[config.mk]
export PLATFORM = sky130hd
export DESIGN_NAME = kypd_scanner_flat
export DESIGN_NICKNAME = d
export VERILOG_FILES = /design/src/rtl/kypd_scanner_if.sv /design/src/rtl/kypd_scanner.sv /design/src/flat_wrapper.sv
export SDC_FILE = /design/constraint.sdc
export NUM_CORES = 1
export LEC_CHECK = 0
export ABC_AREA = 0
export BUFFER_PORTS_ARGS = -buffer_cell sky130_fd_sc_hd__buf_2
export CAP_MARGIN = 5
export CORE_UTILIZATION = 54
export DETAILED_ROUTE_END_ITERATION = 12
export PLACE_DENSITY = 0.75
export SLEW_MARGIN = 0
export SYNTH_ARGS = -nofsm -noshare
export SYNTH_HDL_FRONTEND = slang
export SYNTH_SLANG_ARGS = --single-unit
[constraint.sdc]
create_clock -name clk_i -period 2.9 [get_ports clk_i]
set_clock_uncertainty 0.15 [all_clocks]
set_input_delay 0.29 -clock clk_i [delete_from_list [all_inputs] [get_ports clk_i]]
set_output_delay 0.29 -clock clk_i [all_outputs]
set_load 0.02 [all_outputs]
[src/rtl/kypd_scanner_if.sv]
// Keypad scanner bus: matrix pins plus the debounced key outputs.
//   row_i        keypad rows, active-low, asynchronous to the clock
//   col_o        column drive, active-low, one-hot-low
//   key_value_o  last committed key code
//   key_valid_o  high while a debounced key is held
//   key_press_o  one-cycle pulse on a new key commit
// master: the scanner; slave: keypad + downstream consumer.
interface kypd_scanner_if;
  logic [3:0] row_i;
  logic [3:0] col_o;
  logic [3:0] key_value_o;
  logic       key_valid_o;
  logic       key_press_o;

  modport master (
    input  row_i,
    output col_o,
    output key_value_o,
    output key_valid_o,
    output key_press_o
  );

  modport slave (
    output row_i,
    input  col_o,
    input  key_value_o,
    input  key_valid_o,
    input  key_press_o
  );
endinterface

[src/rtl/kypd_scanner.sv]
// 4x4 keypad scanner with column rotation, priority decode and debounce.
//   clk_i  system clock
//   rst_i  asynchronous active-high reset
//   kp     kypd_scanner_if.master (rows in, columns and key outputs out)
module kypd_scanner #(
  parameter int unsigned SETTLE_CYCLES  = 1000,
  parameter int unsigned DEBOUNCE_SCANS = 4
) (
  input  logic           clk_i,
  input  logic           rst_i,
  kypd_scanner_if.master kp
);

  localparam int unsigned DW = 16;
  localparam int unsigned CW = 4;

  // Key code indexed by {row, col}.
  localparam logic [3:0] KEY_MAP [16] = '{
    4'h1, 4'h2, 4'h3, 4'hA,
    4'h4, 4'h5, 4'h6, 4'hB,
    4'h7, 4'h8, 4'h9, 4'hC,
    4'h0, 4'hF, 4'hE, 4'hD
  };

  logic [3:0]    row_meta, row_sync;
  logic [1:0]    col_idx;
  logic [DW-1:0] dwell;

  logic          acc_found;
  logic [3:0]    acc_code;
  logic          prev_found;
  logic [3:0]    prev_code;
  logic [CW-1:0] match_cnt;

  logic          sample_c, scan_done_c, col_hit_c;
  logic [1:0]    col_row_c, col_next_c;
  logic [3:0]    col_code_c;
  logic          res_found_c;
  logic [3:0]    res_code_c;
  logic          match_c, commit_c;
  logic [CW-1:0] cnt_next_c;

  // Dwell end of a column is the sample point; column 3's is the scan end.
  assign sample_c    = (dwell == DW'(SETTLE_CYCLES - 1));
  assign scan_done_c = sample_c && (col_idx == 2'd3);
  assign col_next_c  = col_idx + 2'd1;
  assign col_hit_c   = ~&row_sync;

  // Lowest pressed row in the current column.
  always_comb begin
    col_row_c = 2'd0;
    for (int i = 3; i >= 0; i--) begin
      if (!row_sync[i]) col_row_c = 2'(i);
    end
  end

  assign col_code_c = KEY_MAP[{col_row_c, col_idx}];

  // Earlier columns win; NONE is carried as found=0 with code 0.
  assign res_found_c = acc_found | col_hit_c;
  assign res_code_c  = acc_found ? acc_code : (col_hit_c ? col_code_c : 4'h0);
  assign match_c     = ({res_found_c, res_code_c} == {prev_found, prev_code});

  always_comb begin
    cnt_next_c = CW'(1);
    if (match_c) begin
      cnt_next_c = (match_cnt == CW'(DEBOUNCE_SCANS)) ? match_cnt : match_cnt + CW'(1);
    end
  end

  // Commit only when the count reaches the threshold, not while saturated.
  assign commit_c = scan_done_c && (cnt_next_c == CW'(DEBOUNCE_SCANS)) &&
                    !(match_c && (match_cnt == CW'(DEBOUNCE_SCANS)));

  // Row synchronizer, dwell counter and column rotation.
  always_ff @(posedge clk_i or posedge rst_i) begin
    if (rst_i) begin
      row_meta <= 4'hF;
      row_sync <= 4'hF;
      col_idx  <= 2'd0;
      dwell    <= '0;
      kp.col_o <= 4'b1110;
    end else begin
      row_meta <= kp.row_i;
      row_sync <= row_meta;
      if (sample_c) begin
        dwell    <= '0;
        col_idx  <= col_next_c;
        kp.col_o <= ~(4'b0001 << col_next_c);
      end else begin
        dwell <= dwell + DW'(1);
      end
    end
  end

  // Per-scan accumulator of the first pressed key.
  always_ff @(posedge clk_i or posedge rst_i) begin
    if (rst_i) begin
      acc_found <= 1'b0;
      acc_code  <= 4'h0;
    end else if (scan_done_c) begin
      acc_found <= 1'b0;
      acc_code  <= 4'h0;
    end else if (sample_c && !acc_found && col_hit_c) begin
      acc_found <= 1'b1;
      acc_code  <= col_code_c;
    end
  end

  // Debounce: count consecutive identical scan results.
  always_ff @(posedge clk_i or posedge rst_i) begin
    if (rst_i) begin
      prev_found <= 1'b0;
      prev_code  <= 4'h0;
      match_cnt  <= '0;
    end else if (scan_done_c) begin
      if (!match_c) begin
        prev_found <= res_found_c;
        prev_code  <= res_code_c;
      end
      match_cnt <= cnt_next_c;
    end
  end

  // Committed key outputs.
  always_ff @(posedge clk_i or posedge rst_i) begin
    if (rst_i) begin
      kp.key_value_o <= 4'h0;
      kp.key_valid_o <= 1'b0;
      kp.key_press_o <= 1'b0;
    end else begin
      kp.key_press_o <= 1'b0;
      if (commit_c) begin
        if (res_found_c) begin
          if (!kp.key_valid_o || (res_code_c != kp.key_value_o)) begin
            kp.key_value_o <= res_code_c;
            kp.key_valid_o <= 1'b1;
            kp.key_press_o <= 1'b1;
          end
        end else begin
          kp.key_valid_o <= 1'b0;
        end
      end
    end
  end

endmodule

[src/flat_wrapper.sv]
// flat-port wrapper written by rule: the top's interface ports become plain ports
module kypd_scanner_flat 
#(
  parameter int unsigned SETTLE_CYCLES  = 1000,
  parameter int unsigned DEBOUNCE_SCANS = 4
)
  (clk_i, rst_i, kp_row_i, kp_col_o, kp_key_value_o, kp_key_valid_o, kp_key_press_o);
  kypd_scanner_if kp_i ();
  input  logic clk_i;
  input  logic rst_i;
  input wire logic [$bits(kp_i.row_i)-1:0] kp_row_i;
  output wire logic [$bits(kp_i.col_o)-1:0] kp_col_o;
  output wire logic [$bits(kp_i.key_value_o)-1:0] kp_key_value_o;
  output wire logic [$bits(kp_i.key_valid_o)-1:0] kp_key_valid_o;
  output wire logic [$bits(kp_i.key_press_o)-1:0] kp_key_press_o;
  assign kp_i.row_i = kp_row_i;
  assign kp_col_o = kp_i.col_o;
  assign kp_key_value_o = kp_i.key_value_o;
  assign kp_key_valid_o = kp_i.key_valid_o;
  assign kp_key_press_o = kp_i.key_press_o;
  kypd_scanner #(.SETTLE_CYCLES(SETTLE_CYCLES), .DEBOUNCE_SCANS(DEBOUNCE_SCANS)) u_core (.clk_i(clk_i), .rst_i(rst_i), .kp(kp_i));
endmodule
==> metrics.md, run 1 <==
| Metric | Value |
|---|---|
| Period utilisation layout | `96.7%` |
| Final Util | `66.6%` |
| Share of the synthesized area in the top cell type | `38.2%` |
| Worst-path maximum fanout | `5` |
| Design Power | `1.25 mW` |
| Initial drt markers | `110` |
| Most frequent cell after synthesis | `dfrtp_1` |
| Max Slew Vio Count | `0` |
| Clock buffer depth | `2` |
| # DRC | `3` |
| Cell Pwr Density | `between 400 and 500 nW/um2` |
| DP HPWL | `3510 um` |
| Yosys top cell by area | `dfrtp_1` |
| Final min period | `between 2000 and 3000 ps` |
| Placed Area | `2790 um2` |
| CP Cell Sequence | `inv_1 > ha_4 > or4b_4 > nand3_2 > or3b_4 > nor4_4 > o2111ai_4 > mux2_4` |
| Netlist cell types | `52` |
| Lkg Pwr | `1.37 nW` |
| CP required | `slightly below 3000 ps` |
| Post-synthesis async set-or-reset flop share | `100%` |
| Routed length per instance | `approximately 14 um` |
| # H-tree levels | `2` |
| Syn_area_per_cell | `10.3 um2` |
| Clock tree sinks | `50` |
| Crit Path Category | `reg2reg` |
| Post-Synth Adder-Cell Area | `4.41%` |
| Initial antenna violation count | `0` |
| Seq/Total Area, Yosys | `49.5%` |
| Final Hold Violating Endpoints | `0` |
| IO Count | `16` |
| Max Freq | `356 MHz` |
| Total track usage | `20.6%` |
| Layout cells sized above 1 | `23.0%` |
| P&R area growth vs syn | `15.9%` |
| I/O Buffers | `15` |
| # setup viols final | `0` |
| Worst path bufs/invs | `1` |
| Initial Util | `between 50% and 60%` |
| Worst skew pair latency | `300 ps` |
| Die span in x | `between 70 and 80 um` |
| Synth Instances | `247` |
| Top post-synthesis cells by area | `dfrtp_1 38%, dfstp_2 11%, xnor2_1 5.1%` |
| DRT Wirelength | `4670 um` |
| Crit path launch type | `flip-flop` |
| Gr ovfl total | `0` |
| DR pass1 iterations | `8` |
| Number of diodes | `0` |
| Peak supply drop | `309 uV` |
| Post-Synth Simple-Gate Area | `19.9%` |
| Via count | `1841` |
| Mux contribution to synthesized area | `2.79%` |
| CTS buffer count | `5` |
| Ys Warns | `0` |
| Compound-gate portion of the synthesized area | `12.0%` |
| Clock tree root driver cell | `clkbuf_8` |
| Synth cell count leaders | `39 x dfrtp_1, 22 x nand2_1, 19 x nor2_1, 19 x o21ai_0, 15 x xnor2_1` |
| Largest family of logic cells by synthesized area | `simple AND/OR/NAND/NOR gates` |
| Detail Route Antenna Nets | `0` |
| Worst slew margin | `approximately 66%` |
| Row count | `24` |
| Via density per instance | `approximately 5.5` |
| Post-Synth XOR/XNOR Area | `roughly 8.6%` |
| CTS clk-pin slew, worst paths | `90 ps` |
| Die height | `~70 um` |
| Crit path DAT | `about 2900 ps` |
| Final GP Congestion | `0.864` |
| Flop and latch count out of synthesis | `50` |
| CTS tree | `yes` |
| Synth Flop Type | `dfrtp_1` |
| Crit-path leading delay family | `simple AND/OR/NAND/NOR gates` |
| Core area | `approximately 4400 um2` |
| Post-Syn Area | `2550 um2` |
| Fin nets | `297` |
| Pin count of the biggest net entering global routing | `27` |
| CP max-delay cell | `or4b_4` |
| Crit path capture type | `flip-flop` |
| First-pass GRT wire length | `~8000 um` |
| Vias in the first global route | `1775` |
| Worst-margin pin slew | `509 ps` |
| Placed cell count | `321` |
| Non-filler cells in the finished layout | `335` |
| Post-layout instance area | `2960 um2` |
| Die ar. | `5010 um2` |
| Largest stage delay, worst path | `between 500 and 600 ps` |
| Status | `finished with violations` |
| Syn Nets | `262` |
| Failing checks | `DRC` |
| Hold Crit Class | `reg2reg` |
| Max-Cap Viols | `0` |
| Number of flops mapped to enable cells by yosys | `0` |
| Unrepaired setup endpoints after global routing | `no` |
==> final cells by class <==
| cell class | count | area (um2) |
|---|---|---|
| Tap cell | 52 | 65.1 |
| Clock buffer | 7 | 76.3 |
| Timing Repair Buffer | 34 | 230 |
| Multi-Input combinational cell | 178 | 1240 |
| Fill cell | 356 | 1480 |
| Inverter | 13 | 48.8 |
| Sequential cell | 50 | 1260 |
| Clock inverter | 1 | 30.0 |
==> placed cells by master (no fill, tap or decap), drive strengths merged, types with 2 or more instances in the layout <==
cell type	instances
o31ai	2
nor2b	6
o221ai	2
ha	9
clkbuf	7
or4b	2
a21oi	6
nand4	3
dfrtp	39
o21bai	2
nand3	12
or4	3
and3	8
mux2i	3
o21ai	19
mux2	3
nor4	2
dfstp	11
nand2	23
a22oi	2
xnor2	15
nand2b	3
inv	13
buf	29
nor3	6
dlygate4sd3	5
xor2	10
nor2	19
==> per-stage QoR <==
| stage | TNS [ps] | hold slack, ps | setup WS, ps |
|---|---|---|---|
| floorplan | -40.1 | 144 | -20.1 |
| global placement | 0 | 194 | 133 |
| detailed placement | 0 | 197 | 31.9 |
| CTS | 0 | 208 | 20.7 |
| global route | 0 | 213 | 1.45 |
| finish | 0 | 204 | 94.3 |
==> layer usage <==
| layer | wire length (um) | global-route usage [%] |
|---|---|---|
| met1 | 2160 | 26.0 |
| met4 | 127 | 9.33 |
| met5 | 0 | 0 |
| met3 | 129 | 4.42 |
| met2 | 2260 | 34.3 |
==> final timing paths <==
check | slack [ps] | cells after the start | end | startpoint
worst min-delay path | 200 | 0 | u_core.row_sync[2]$_DFF_PP1_ | u_core.row_meta[2]$_DFF_PP1_
worst max register to register | 90 | 8 | u_core.kp.key_value_o[3]$_DFFE_PP0P_ | u_core.col_idx[1]$_DFFE_PP0N_
worst max-delay path | 90 | 8 | u_core.kp.key_value_o[3]$_DFFE_PP0P_ | u_core.col_idx[1]$_DFFE_PP0N_
min in group asynchronous | 390 | 3 | u_core.dwell[5]$_DFF_PP0_ | rst_i
max in group asynchronous | 1450 | 4 | u_core.row_sync[0]$_DFF_PP1_ | rst_i
worst min register to register | 200 | 0 | u_core.row_sync[2]$_DFF_PP1_ | u_core.row_meta[2]$_DFF_PP1_
==> repair_timing <==
item / CTS / global route
buffers inserted: 0 / 1
setup endpoints to repair: 0 / 3
resized for setup: 0 / 1
hold buffers: 5 / 0
endpoints found under the hold margin: 24 / 0
==> power by group <==
part / switching [mW] / internal [mW] / total (mW)
registers: 0.00472 / 0.707 / 0.712
clock network: 0.225 / 0.258 / 0.483
logic: 0.0317 / 0.0227 / 0.0544
==> kinds of logic after synthesis <==
| kind of cell | Yosys count |
|---|---|
| xor+xnor | 25 |
| fa+ha+maj | 9 |
| flops | 50 |
| compound gates | 45 |
| simple gates | 93 |
| buf+inv | 19 |
| mux | 6 |
==> flip-flops by register name (all words and copies together), names as in the netlist, 2 cells and up <==
register / cells
u_core.dwell: 16
u_core.acc_code: 4
u_core.kp.col_o: 4
u_core.kp.key_value_o: 4
u_core.match_cnt: 4
u_core.prev_code: 4
u_core.row_meta: 4
u_core.row_sync: 4
u_core.col_idx: 2
No activity file was read; power rests on OpenSTA's default activity.
==> run 2, diff against run 1 <==
--- a/config.mk
+++ b/config.mk
@@ -6,10 +6,10 @@
 export NUM_CORES = 1
 export LEC_CHECK = 0
 export ABC_AREA = 0
-export BUFFER_PORTS_ARGS = -buffer_cell sky130_fd_sc_hd__buf_2
 export CAP_MARGIN = 5
-export CORE_UTILIZATION = 54
+export CORE_UTILIZATION = 57
 export DETAILED_ROUTE_END_ITERATION = 12
+export DONT_BUFFER_PORTS = 1
 export PLACE_DENSITY = 0.75
 export SLEW_MARGIN = 0
 export SYNTH_ARGS = -nofsm -noshare
==> metrics.md, run 2 (synthesis gave the netlist of run 1 again) <==
| Metric | Value |
|---|---|
| Final Hold Violating Endpoints | `0 (unchanged)` |
| CTS tree | `yes` |
| Layout cells sized above 1 | `19.5% (-3.5 points)` |
| Unrepaired setup endpoints after global routing | `no` |
| Total track usage | `23.2% (+2.6 points)` |
| Non-filler cells in the finished layout | `317 (-5.4%)` |
| Worst Setup SP | `u_core.col_idx[1]$_DFFE_PP0N_` |
| Gr ovfl total | `0 (unchanged)` |
| Worst skew pair latency | `310 ps (about the same)` |
| Initial antenna violation count | `0 (unchanged)` |
| Power Internal | `985 uW (-0.28%)` |
| Flop pwr share | `56.8% (-0.2 points)` |
| DRT Wirelength | `4740 um (+1.5%)` |
| Die span in x | `68.9 um (-2.6%)` |
| Routed length per instance | `15.0 um (+7.3%)` |
| Status | `finished clean` |
| I/O Buffers | `0 (-15)` |
| CP endpoint | `u_core.kp.key_value_o[0]$_DFFE_PP0P_` |
| Max Freq | `362 MHz (+1.7%)` |
| Final min period | `2760 ps (-45.6 ps)` |
| DR pass1 iterations | `4 (-4)` |
| Crit Path Category | `reg2reg` |
| Design Power | `1.25 mW (+0.39%)` |
| Max Slew Vio Count | `0 (unchanged)` |
| Reg2reg setup slack | `140 ps (+50 ps)` |
| Crit path launch type | `flip-flop` |
| Worst slew margin | `32.5% (-34 points)` |
| Net Switching | `269 uW (+2.9%)` |
| # setup viols final | `0 (unchanged)` |
| Cell Pwr Density | `435 nW/um2 (+3.1%)` |
| DP HPWL | `3250 um (-7.5%)` |
| Lkg Pwr | `1.29 nW (-5.6%)` |
| Clock tree root driver cell | `clkbuf_8` |
| Commonest non-fill, non-tap cells in the layout | `38 x dfrtp_1, 22 x nand2_1, 19 x nor2_1, 19 x o21ai_0, 15 x xnor2_1` |
| Die ar. | `4750 um2 (-5.1%)` |
| Row count | `23 (-4.2%)` |
| CTS buffer count | `5 (unchanged)` |
| Final GP Congestion | `0.783 (-9.4%)` |
| Max-Cap Viols | `0 (unchanged)` |
| HP Start | `u_core.row_meta[3]$_DFF_PP1_` |
| Clk network pwr share | `39.1% (+0.4 points)` |
| Placed cell count | `303 (-5.6%)` |
| Worst-margin pin slew | `1010 ps (+502 ps)` |
| Vias in the first global route | `1713 (-3.5%)` |
| Setup ws final | `140 ps (+45.6 ps)` |
| Clock tree sinks | `50 (unchanged)` |
| Commonest non-fill, non-tap cell in the layout | `dfrtp_1` |
| Clock buffer depth | `2 (unchanged)` |
| Core area | `4140 um2 (-6.8%)` |
| Number of diodes | `0 (unchanged)` |
| Die height | `68.9 um (-2.6%)` |
| CTS clk-pin slew, worst paths | `90 ps (about the same)` |
| Setup Total Neg Slack | `0 ps (unchanged)` |
| Worst Hold Margin | `209 ps (+5.69 ps)` |
| First-pass GRT wire length | `7870 um (-0.79%)` |
| Switching share of power | `21.4% (+0.53 points)` |
| Via density per instance | `5.61 (+2.0%)` |
| Hold Crit Class | `reg2reg` |
| R2R depth | `10 (+2)` |
| Initial drt markers | `123 (+12%)` |
| Combinational fraction of design power | `4.1% (-0.3 points)` |
| Detail Route Antenna Nets | `0 (unchanged)` |
| # H-tree levels | `2 (unchanged)` |
| Period utilisation layout | `95.2% (-1.6 points)` |
| Via count | `1777 (-3.5%)` |
| RR Startpoint | `u_core.col_idx[1]$_DFFE_PP0N_` |
| RR Endpoint | `u_core.kp.key_value_o[0]$_DFFE_PP0P_` |
| # DRC | `0 (-3)` |
| IO Count | `16 (unchanged)` |
| Worst-path maximum fanout | `6 (+1)` |
| Pin count of the biggest net entering global routing | `51 (+89%)` |
| Peak supply drop | `326 uV (+5.5%)` |
| Max reg flops | `16 (unchanged)` |
| Crit path capture type | `flip-flop` |
| Top reg by flops | `u_core.dwell` |
| Fin nets | `281 (-5.4%)` |
| CP required | `2950 ps (about the same)` |
| P&R area growth vs syn | `12.9%` |
| Crit path DAT | `2810 ps (-40 ps)` |
| Pre-CTS setup slack | `96.5 ps (+64.6 ps)` |
| Initial Util | `61.6% (+4.2 points)` |
## run 2: cell count changes in the layout (fill, tap and decap cells not counted), sizes merged
cell / before / now
clkinv: 0 / 1
buf: 29 / 13
clkbuf: 7 / 5
inv: 13 / 14
## run 2: how the worst min path moves through the flow
stage	end	slack [ps]	cells after the start
final	u_core.row_sync[3]$_DFF_PP1_	210	0
after global routing	u_core.row_sync[3]$_DFF_PP1_	220	0
after CTS	u_core.row_sync[3]$_DFF_PP1_	210	0
after detailed placement	u_core.row_meta[1]$_DFF_PP1_	140	0
after global placement	u_core.row_meta[2]$_DFF_PP1_	140	0
after floorplan	u_core.row_meta[0]$_DFF_PP1_	140	0
## run 2: what timing repair did
action | 4_1_cts | 5_1_grt
endpoints found under the hold margin | 43 | 0
hold buffers | 5 | 0
gates resized for setup | 0 | 2
setup endpoints to repair | 0 | 5
setup buffers | 0 | 1
## run 2: layout make-up
class,count,area [um2]
fill,309,1260
sequential,50,1270
clock buffer,5,68.8
tap,50,62.6
inverter,13,48.8
clock inverter,3,43.8
multi-input combinational,178,1240
timing repair buffer,18,148
## run 2: stage by stage
stage,util [%],cell area (um2)
6_report,69.6,2880
5_1_grt,69.6,2880
4_1_cts,69.2,2870
3_5_place_dp,65.3,2710
3_3_place_gp,65.3,2710
2_1_floorplan,-,2580
## run 2: power groups by stage
stage          sequential, mW  combinational, mW  clock, mW
5_1_grt                 0.713             0.0580      0.533
2_1_floorplan           0.724             0.0354          0
3_5_place_dp            0.725             0.0461          0
6_report                0.712             0.0515      0.491
4_1_cts                 0.712             0.0518      0.508
3_3_place_gp            0.725             0.0459          0
## run 2: worst max-delay path: stages (launching register included)
cell       delay (ps)
dfrtp_2           450
inv_1             140
ha_1              260
o21ai_0           170
o221ai_1          170
o21a_1            270
xnor2_1           180
nor4_4            250
buf_4             160
o2111ai_4         120
mux2_4            330
## run 2: layer usage
metal | vias to the layer above | part of all wire (%) | GRT usage (%) | routed length (um)
met4 | 0 | 1.3 | 7.14 | 61
met5 | - | 0 | 0 | 0
met1 | 852 | 49 | 29.9 | 2320
met2 | 21 | 47 | 38.2 | 2250
li1 | 898 | - | - | -
met3 | 6 | 2.3 | 5.92 | 109
